## src/rtl/mips_pkg.sv

```systemverilog
// Shared encodings for the pipelined MIPS datapath: ALU operand-B source and
// rt forwarding source.
package mips_pkg;

  typedef enum logic [1:0] {
    SRC_REG   = 2'd0,
    SRC_IMM   = 2'd1,
    SRC_SHAMT = 2'd2,
    SRC_RSVD  = 2'd3
  } alu_src_e;

  typedef enum logic [1:0] {
    FWD_NONE  = 2'd0,
    FWD_EXMEM = 2'd1,
    FWD_MEMWB = 2'd2
  } fwd_sel_e;

  localparam int unsigned ALU_SRC_W = 2;
  localparam int unsigned FWD_SEL_W = 2;

endpackage

```

## src/rtl/rt_forward_select.sv

```systemverilog
// Combinational RAW-hazard resolution for the rt operand. The younger EX/MEM
// result beats MEM/WB, and register 0 is never forwarded.
module rt_forward_select
  import mips_pkg::*;
#(
  parameter int unsigned WIDTH  = 32,
  parameter int unsigned REG_AW = 5
) (
  input  logic [WIDTH-1:0]  rf_data_i,
  input  logic [REG_AW-1:0] rt_i,
  input  logic [REG_AW-1:0] ex_mem_rd_i,
  input  logic              ex_mem_reg_write_i,
  input  logic [WIDTH-1:0]  ex_mem_result_i,
  input  logic [REG_AW-1:0] mem_wb_rd_i,
  input  logic              mem_wb_reg_write_i,
  input  logic [WIDTH-1:0]  mem_wb_result_i,
  output fwd_sel_e          fwd_o,
  output logic [WIDTH-1:0]  rtval_o
);

  logic rt_nonzero;
  logic ex_mem_hit;
  logic mem_wb_hit;

  assign rt_nonzero = (rt_i != '0);
  assign ex_mem_hit = ex_mem_reg_write_i && (ex_mem_rd_i == rt_i) && rt_nonzero;
  assign mem_wb_hit = mem_wb_reg_write_i && (mem_wb_rd_i == rt_i) && rt_nonzero;

  always_comb begin
    fwd_o   = FWD_NONE;
    rtval_o = rf_data_i;
    if (ex_mem_hit) begin
      fwd_o   = FWD_EXMEM;
      rtval_o = ex_mem_result_i;
    end else if (mem_wb_hit) begin
      fwd_o   = FWD_MEMWB;
      rtval_o = mem_wb_result_i;
    end
  end

endmodule

```

## src/rtl/alu_b_operand_stage.sv

```systemverilog
// Forwarding-aware ALU operand-B select registered into the ID/EX boundary,
// with stall/flush control and forwarded store data for SW.
module alu_b_operand_stage
  import mips_pkg::*;
#(
  parameter int unsigned WIDTH   = 32,
  parameter int unsigned REG_AW  = 5,
  parameter int unsigned SHAMT_W = 5
) (
  input  logic               clk,
  input  logic               rst,
  input  logic [WIDTH-1:0]   Q2,
  input  logic [WIDTH-1:0]   Extended32,
  input  logic [SHAMT_W-1:0] Shamt,
  input  logic [1:0]         ALUSrc,
  input  logic [REG_AW-1:0]  Rt,
  input  logic [REG_AW-1:0]  ExMemRd,
  input  logic               ExMemRegWrite,
  input  logic [WIDTH-1:0]   ExMemResult,
  input  logic [REG_AW-1:0]  MemWbRd,
  input  logic               MemWbRegWrite,
  input  logic [WIDTH-1:0]   MemWbResult,
  input  logic               InValid,
  input  logic               Stall,
  input  logic               Flush,
  output logic [WIDTH-1:0]   ALU_B,
  output logic [WIDTH-1:0]   StoreData,
  output logic [1:0]         FwdSel,
  output logic               OutValid
);

  fwd_sel_e         fwd;
  logic [WIDTH-1:0] rtval;
  logic [WIDTH-1:0] alu_b_sel;

  logic [WIDTH-1:0] alu_b_d,      alu_b_q;
  logic [WIDTH-1:0] store_data_d, store_data_q;
  fwd_sel_e         fwd_sel_d,    fwd_sel_q;
  logic             out_valid_d,  out_valid_q;

  rt_forward_select #(
    .WIDTH  (WIDTH),
    .REG_AW (REG_AW)
  ) u_rt_forward_select (
    .rf_data_i          (Q2),
    .rt_i               (Rt),
    .ex_mem_rd_i        (ExMemRd),
    .ex_mem_reg_write_i (ExMemRegWrite),
    .ex_mem_result_i    (ExMemResult),
    .mem_wb_rd_i        (MemWbRd),
    .mem_wb_reg_write_i (MemWbRegWrite),
    .mem_wb_result_i    (MemWbResult),
    .fwd_o              (fwd),
    .rtval_o            (rtval)
  );

  always_comb begin
    alu_b_sel = '0;
    unique case (alu_src_e'(ALUSrc))
      SRC_REG:   alu_b_sel = rtval;
      SRC_IMM:   alu_b_sel = Extended32;
      SRC_SHAMT: alu_b_sel = WIDTH'(Shamt);
      SRC_RSVD:  alu_b_sel = '0;
      default:   alu_b_sel = '0;
    endcase
  end

  // A stalled entry keeps its resolved value; it is not re-forwarded.
  always_comb begin
    alu_b_d      = alu_b_q;
    store_data_d = store_data_q;
    fwd_sel_d    = fwd_sel_q;
    out_valid_d  = out_valid_q;
    if (Flush) begin
      alu_b_d      = '0;
      store_data_d = '0;
      fwd_sel_d    = FWD_NONE;
      out_valid_d  = 1'b0;
    end else if (!Stall) begin
      alu_b_d      = alu_b_sel;
      store_data_d = rtval;
      fwd_sel_d    = fwd;
      out_valid_d  = InValid;
    end
  end

  always_ff @(posedge clk or posedge rst) begin
    if (rst) begin
      alu_b_q      <= '0;
      store_data_q <= '0;
      fwd_sel_q    <= FWD_NONE;
      out_valid_q  <= 1'b0;
    end else begin
      alu_b_q      <= alu_b_d;
      store_data_q <= store_data_d;
      fwd_sel_q    <= fwd_sel_d;
      out_valid_q  <= out_valid_d;
    end
  end

  assign ALU_B     = alu_b_q;
  assign StoreData = store_data_q;
  assign FwdSel    = fwd_sel_q;
  assign OutValid  = out_valid_q;

endmodule

```

## config.mk

```make
export PLATFORM = sky130hd
export DESIGN_NAME = alu_b_operand_stage
export DESIGN_NICKNAME = d
export VERILOG_FILES = /design/src/rtl/mips_pkg.sv /design/src/rtl/rt_forward_select.sv /design/src/rtl/alu_b_operand_stage.sv
export SDC_FILE = /design/constraint.sdc
export NUM_CORES = 1
export LEC_CHECK = 0
export ABC_CLOCK_PERIOD_IN_PS = 4900
export BUFFER_PORTS_ARGS = -buffer_cell sky130_fd_sc_hd__buf_2
export CAP_MARGIN = 20
export CORE_UTILIZATION = 35
export CTS_CLUSTER_SIZE = 30
export DETAILED_ROUTE_END_ITERATION = 8
export PLACE_DENSITY = 0.66
export SLEW_MARGIN = 20
export SYNTH_ARGS = -nofsm -noshare
export SYNTH_HDL_FRONTEND = slang
export SYNTH_HIERARCHICAL = 1
export SYNTH_SLANG_ARGS = --single-unit
```

## constraint.sdc

```tcl
create_clock -name clk -period 4.9 [get_ports clk]
set_clock_uncertainty 0.15 [all_clocks]
set_input_delay 0.98 -clock clk [delete_from_list [all_inputs] [get_ports clk]]
set_output_delay 0.98 -clock clk [all_outputs]
set_load 0.02 [all_outputs]
```

==> results of run 1 <==
[per-layer routing]
metal | vias up | global-route usage, % | wire length, µm
li1 | 1992 | - | -
met1 | 2072 | 30.99 | 6107
met2 | 232 | 42.59 | 7330
met3 | 18 | 4.624 | 1183
met4 | 0 | 10.00 | 230
met5 | - | 0 | 0
[placed cells by master (no fill, tap or decap), types with 2 or more instances in the layout]
master	instances
a2111oi_0	4
a211oi_1	5
a21oi_1	5
a31oi_1	32
and2_1	5
buf_2	223
buf_4	9
clkbuf_16	9
clkinv_2	4
dfrtp_1	67
inv_1	5
inv_2	2
mux2i_1	62
nand2_1	27
nand3_1	32
nand4_1	2
nor2_1	35
nor3_1	32
o21ai_0	34
o21ai_1	5
o21ai_2	20
xnor2_1	10
[cell usage after synthesis]
master / number
a2111oi_0: 4
a2111oi_2: 1
a211oi_1: 5
a21oi_1: 5
a31oi_1: 32
and2_1: 5
and4_1: 1
buf_2: 11
buf_4: 5
buf_6: 7
clkbuf_1: 19
clkbuf_2: 1
clkinv_1: 1
dfrtp_1: 67
inv_1: 6
inv_2: 1
mux2i_1: 62
nand2_1: 27
nand2b_1: 1
nand3_1: 32
nand4_1: 2
nor2_1: 35
nor2b_1: 1
nor3_1: 32
nor3_2: 1
o211a_1: 1
o211ai_2: 1
o211ai_4: 1
o21ai_0: 34
o21ai_1: 5
o21ai_2: 20
or2_1: 1
or2_2: 1
or3_1: 1
or4_4: 1
xnor2_1: 10
[cell type report]
class / count / share of cell area, %
multi-input cells: 322 / 38.32
well taps: 140 / 3.201
repair buffers: 233 / 22.13
clock inverters: 6 / 1.052
inverters: 8 / 0.5487
clock buffers: 9 / 4.115
flip-flops and latches: 67 / 30.64
[tightest hold or removal path: cells and delay by family, from the launching register on]
kind	cells	cell delay (ns)
compound gates	1	0.05
flops	1	0.33
simple gates	1	0.06
[kinds of logic (layout without fill, tap and decap cells)]
| logic type | Yosys count | count (layout) | share of synthesized area [%] |
|---|---|---|---|
| AND/OR/NAND/NOR | 141 | 141 | 16.26 |
| AO/OA/AOI/OAI | 109 | 109 | 17.96 |
| flip-flops | 67 | 67 | 41.42 |
| multiplexers | 62 | 62 | 15.33 |
| buffers and inverters | 51 | 256 | 6.862 |
| XOR/XNOR | 10 | 10 | 2.164 |
[path summary, 6_finish.rpt]
path | start | endpoint | slack (ns) | cells past startpoint
setup / recovery | Rt[2] | ALU_B[1] | 1.49 | 7
hold / removal | ALU_B[15] | ALU_B[15] | 0.32 | 2
setup reg to reg | ALU_B[1] | ALU_B[1] | 3.76 | 2
hold reg to reg | ALU_B[15] | ALU_B[15] | 0.32 | 2
max in group asynchronous | rst | ALU_B[13] | 3.01 | 3
min in group asynchronous | rst | ALU_B[15] | 0.64 | 2
[through the flow]
step                      hold WS [ns]  total power, mW  setup WS (ns)
final                           0.3194            1.577          1.489
after global routing            0.3496            1.637          1.283
after CTS                       0.3249            1.588          1.558
after detailed placement        0.3118           0.9546          1.162
after global placement          0.3066           0.9450          1.317
after floorplan                 0.4316           0.8066          2.022
[sequential cells by signal, summed over array words and instances (netlist names)]
signal,cells
ALU_B,32
StoreData,32
FwdSel,2
OutValid,1
[where the power goes]
group | total [mW] | internal, mW | switching, mW
Clock | 0.631 | 0.387 | 0.243
Sequential | 0.601 | 0.584 | 0.0175
Combinational | 0.345 | 0.134 | 0.211
Total | 1.58 | 1.11 | 0.472
==> results.yml, run 1 <==
outcome:
  run_status: "completed"
setup_path:
  cp.arrival_ns: 3.44
  worstSetupStartpointType: "input pin"
  crit_chain: "buf_2 -> or4_4 -> o211ai_2 -> o21ai_0 -> a31oi_1 -> a211oi_1 -> a2111oi_0"
  cp_data_required_time_ns: 4.93
  setup.worst_path.end_class: "register"
  slowest_delay_ns: 0.75
  crit_buf_inv: 1
  cpLargestDelayFamily: "compound AO/OA/AOI/OAI gates"
  crit_fanout: 19
  path_class: "in2reg"
  cpMaxStageDelayCell: "o211ai_2"
job:
  cap_viol_max_count: 0
timing:
  setup_viol: 0
  hold_violations: 0
  fmax_ghz: 0.2932
  finalSetupTns_ns: 0
  period_needed_ns: 3.411
  worstMarginPinSlew_ns: 1.109
  finalMaxSlewViolations: 0
  maxSlewHeadroom_pct: 26.07
  rsz0062_at_grt: "false"
  finalCritPeriodShare_pct: 69.61
floorplan:
  core_area_um2: 11030
  io_pins: 224
  die_h_um: 109.5
  fp.dieW_um: 109.5
  rows: 38
  initial_utilization_pct: 36.69
  dieArea_um2: 12000
finish:
  n_fill_cell: 1078
  postLayoutCoreUtil_pct: 49.61
  regArea_um2: 1677
  nets: 798
  areaGrowthSynthToFinish_pct: 35.21
  finalNonFillerCells: 785
  n_antenna_cell: 0
  multiInputGateArea_um2: 2097
  drive_gt1_share_pct: 43.10
  final_area_um2: 5473
power:
  ir_worst_vdd_v: 0.0001596
  leakage_nw: 2.802
  p_per_area_nw_per_um2: 288.1
clocking:
  cts_hold_buf: 0
  clockBufferDepth: 2
  cts_max_level: 3
  clock-sinks: 67
  cts_made_buffers: 9
  cts_resized: 0
  worstSkewPairLatency_ns: 0.32
  cts_tree: "built"
  post_cts_buffers: 0
  cts.clk_slew.worst_paths_ns: 0.06
  clockRootBuffer: "clkbuf_16"
min_path:
  min_path_type: "reg2reg"
route:
  num_vias: 4314
  drcViolationCount: 0
  wl_mm: 14.85
  drt_iter0_markers: 286
  drt_pass1_iterations: 5
  ant_nets: 0
  via_per_inst: 5.496
  wire_per_inst_um: 18.92
global_routing:
  grt_pass1_vias: 4413
  grtUsageTotal_pct: 24.94
  grt_start_max_net_pins: 43
  antenna_found_initial: 0
  grt_pass1_wl_mm: 22.58
  grt_overflow: 0
synthesis:
  yosysTopAreaCell: "dfrtp_1"
  synth_top_area_share_pct: 41.42
  synth_area_leaders: "dfrtp_1 (41%), mux2i_1 (15%), a31oi_1 (4.9%)"
  syn_avg_cell_area_um2: 9.199
  synth_cell_type_count: 36
  synth-seq-cells: 67
  ys_seq_area_share_pct: 41.42
  syn_nets: 597
  syn_area_um2: 4048
  yosysWarnings: 6
  synthCells: 440
placement:
  routabilityCongestion: 0.9132
  placed_cell_area_um2: 5190
  io_buffers: 223
  place_inst: 770
  hpwl_mm: 10.51
Power figures use the tool's default switching activity.
==> run 2, diff against run 1 <==
Settings changed: ABC_CLOCK_PERIOD_IN_PS 4900 to 2800, PLACE_DENSITY 0.66 to 0.68.
Clock period 4.9 ns to 2.8 ns, I/O delays scaled along.
==> run 2 against run 1 <==
Against the previous run:
- global-route usage rose by 0.40 points
- combinational power rose by 79%
- worst hold slack got worse by 0.30 ns
- clock power rose by 66%
- register-to-register slack got worse by 2.0 ns
- critical endpoint is now ALU_B[18]
- largest cell class unchanged
- largest power group is now sequential cells
==> results.yml, run 2 (same netlist as run 1, synthesis figures left out) <==
job:
  cap_viol_max_count: 0
clocking:
  post_cts_buffers: 0
  cts.clk_slew.worst_paths_ns: 0.06
  cts_max_level: 3
  clockBufferDepth: 2
  clock-sinks: 67
  clockRootBuffer: "clkbuf_16"
  cts_hold_buf: 0
  cts_tree: "built"
  cts_made_buffers: 9
  cts_resized: 0
  worstSkewPairLatency_ns: 0.33
global_routing:
  grtUsageTotal_pct: 25.34
  grt_overflow: 0
  grt_pass1_vias: 4293
  grt_pass1_wl_mm: 22.49
  antenna_found_initial: 0
  grt_start_max_net_pins: 34
floorplan:
  io_pins: 224
  rows: 38
  fp.dieW_um: 109.5
  initial_utilization_pct: 36.69
  die_h_um: 109.5
  dieArea_um2: 12000
  core_area_um2: 11030
finish:
  postLayoutCoreUtil_pct: 50.31
  final_area_um2: 5549
  multiInputGateArea_um2: 2102
  areaGrowthSynthToFinish_pct: 37.09
  final_cell_mix: "buf_2 (223), dfrtp_1 (67), mux2i_1 (62)"
  nets: 803
  drive_gt1_share_pct: 43.16
  n_fill_cell: 1080
  n_antenna_cell: 0
  regArea_um2: 1677
  mostFrequentLayoutCell: "buf_2"
setup_path:
  crit_fanout: 18
  worstSetupStartpointType: "input pin"
  cp.arrival_ns: 2.63
  setup.worst_path.end_class: "register"
  reg2reg_from: "ALU_B[1]"
  crit_path_start: "Rt[2]"
  path_class: "in2reg"
  r2r_setup_slack_ns: 1.72
  cp_data_required_time_ns: 2.90
route:
  drt_iter0_markers: 334
  wl_mm: 14.97
  drt_pass1_iterations: 5
  via_per_inst: 5.461
  wire_per_inst_um: 18.92
  ant_nets: 0
  num_vias: 4320
  drcViolationCount: 0
timing:
  worstMarginPinSlew_ns: 0.8744
  setup_viol: 0
  period_needed_ns: 2.538
  fmax_ghz: 0.3940
  finalSetupTns_ns: 0
  maxSlewHeadroom_pct: 41.71
  worst_slack_ns: 0.2619
  timing.hold.ws_ns: 0.02029
  hold_violations: 0
  finalCritPeriodShare_pct: 90.65
  rsz0062_at_grt: "false"
  finalMaxSlewViolations: 0
placement:
  hpwl_mm: 10.78
  routabilityCongestion: 0.8809
  io_buffers: 223
  post-place-ws_ns: -0.03262
  placed_cell_area_um2: 5275
power:
  p_per_area_nw_per_um2: 491.5
  leakage_nw: 2.845
  ir_worst_vdd_v: 0.0002611
min_path:
  min_path_type: "in2async"
outcome:
  run_status: "completed"
==> run 2: cell type report <==
class / instances / area share, %
Sequential cell: 67 / 30.21
Inverter: 8 / 0.5412
Timing Repair Buffer: 238 / 23.27
Multi-Input combinational cell: 322 / 37.88
Clock inverter: 2 / 0.1804
Clock buffer: 14 / 4.758
Tap cell: 140 / 3.157
==> run 2: report_power, final <==
group          leakage (nW)  total (mW)  switching, mW  internal (mW)
Clock                 0.137        1.05          0.408          0.646
Sequential            0.899        1.05         0.0323           1.02
Combinational          1.81       0.619          0.374          0.245
Total                  2.85        2.73          0.814           1.91
==> run 2: worst max-delay path, cell delays in order <==
cell and delay, ns:
buf_2 0.12, or4_4 0.57, o211ai_2 0.21, buf_12 0.18, buf_4 0.23, o21ai_0 0.10, a31oi_1 0.37, mux2i_1 0.16
o21ai_2 0.12
==> run 2: worst paths after layout <==
kind | endpoint | depth (start not counted)
worst max-delay path | ALU_B[18] | 9
worst min-delay path | ALU_B[10] | 2
worst min register to register | ALU_B[19] | 2
worst max register to register | ALU_B[1] | 2
min in group clk | ALU_B[19] | 2
max in group asynchronous | StoreData[27] | 3
==> run 2: routing by layer <==
metal  global-route usage (%)  wire length (µm)  vias to the layer above
met5                        0                 0                        -
met4                    11.33               357                        0
met3                    5.039              1277                       28
met2                    42.27              7270                      260
met1                    31.66              6061                     2025
li1                         -                 -                     2007
==> run 2: stage by stage <==
| stage | power [mW] | cells |
|---|---|---|
| after detailed placement | 1.688 | 775 |
| after floorplan | 1.412 | 440 |
| final | 2.727 | 791 |
| after global routing | 2.842 | 791 |
| after global placement | 1.678 | 775 |
| after CTS | 2.750 | 791 |
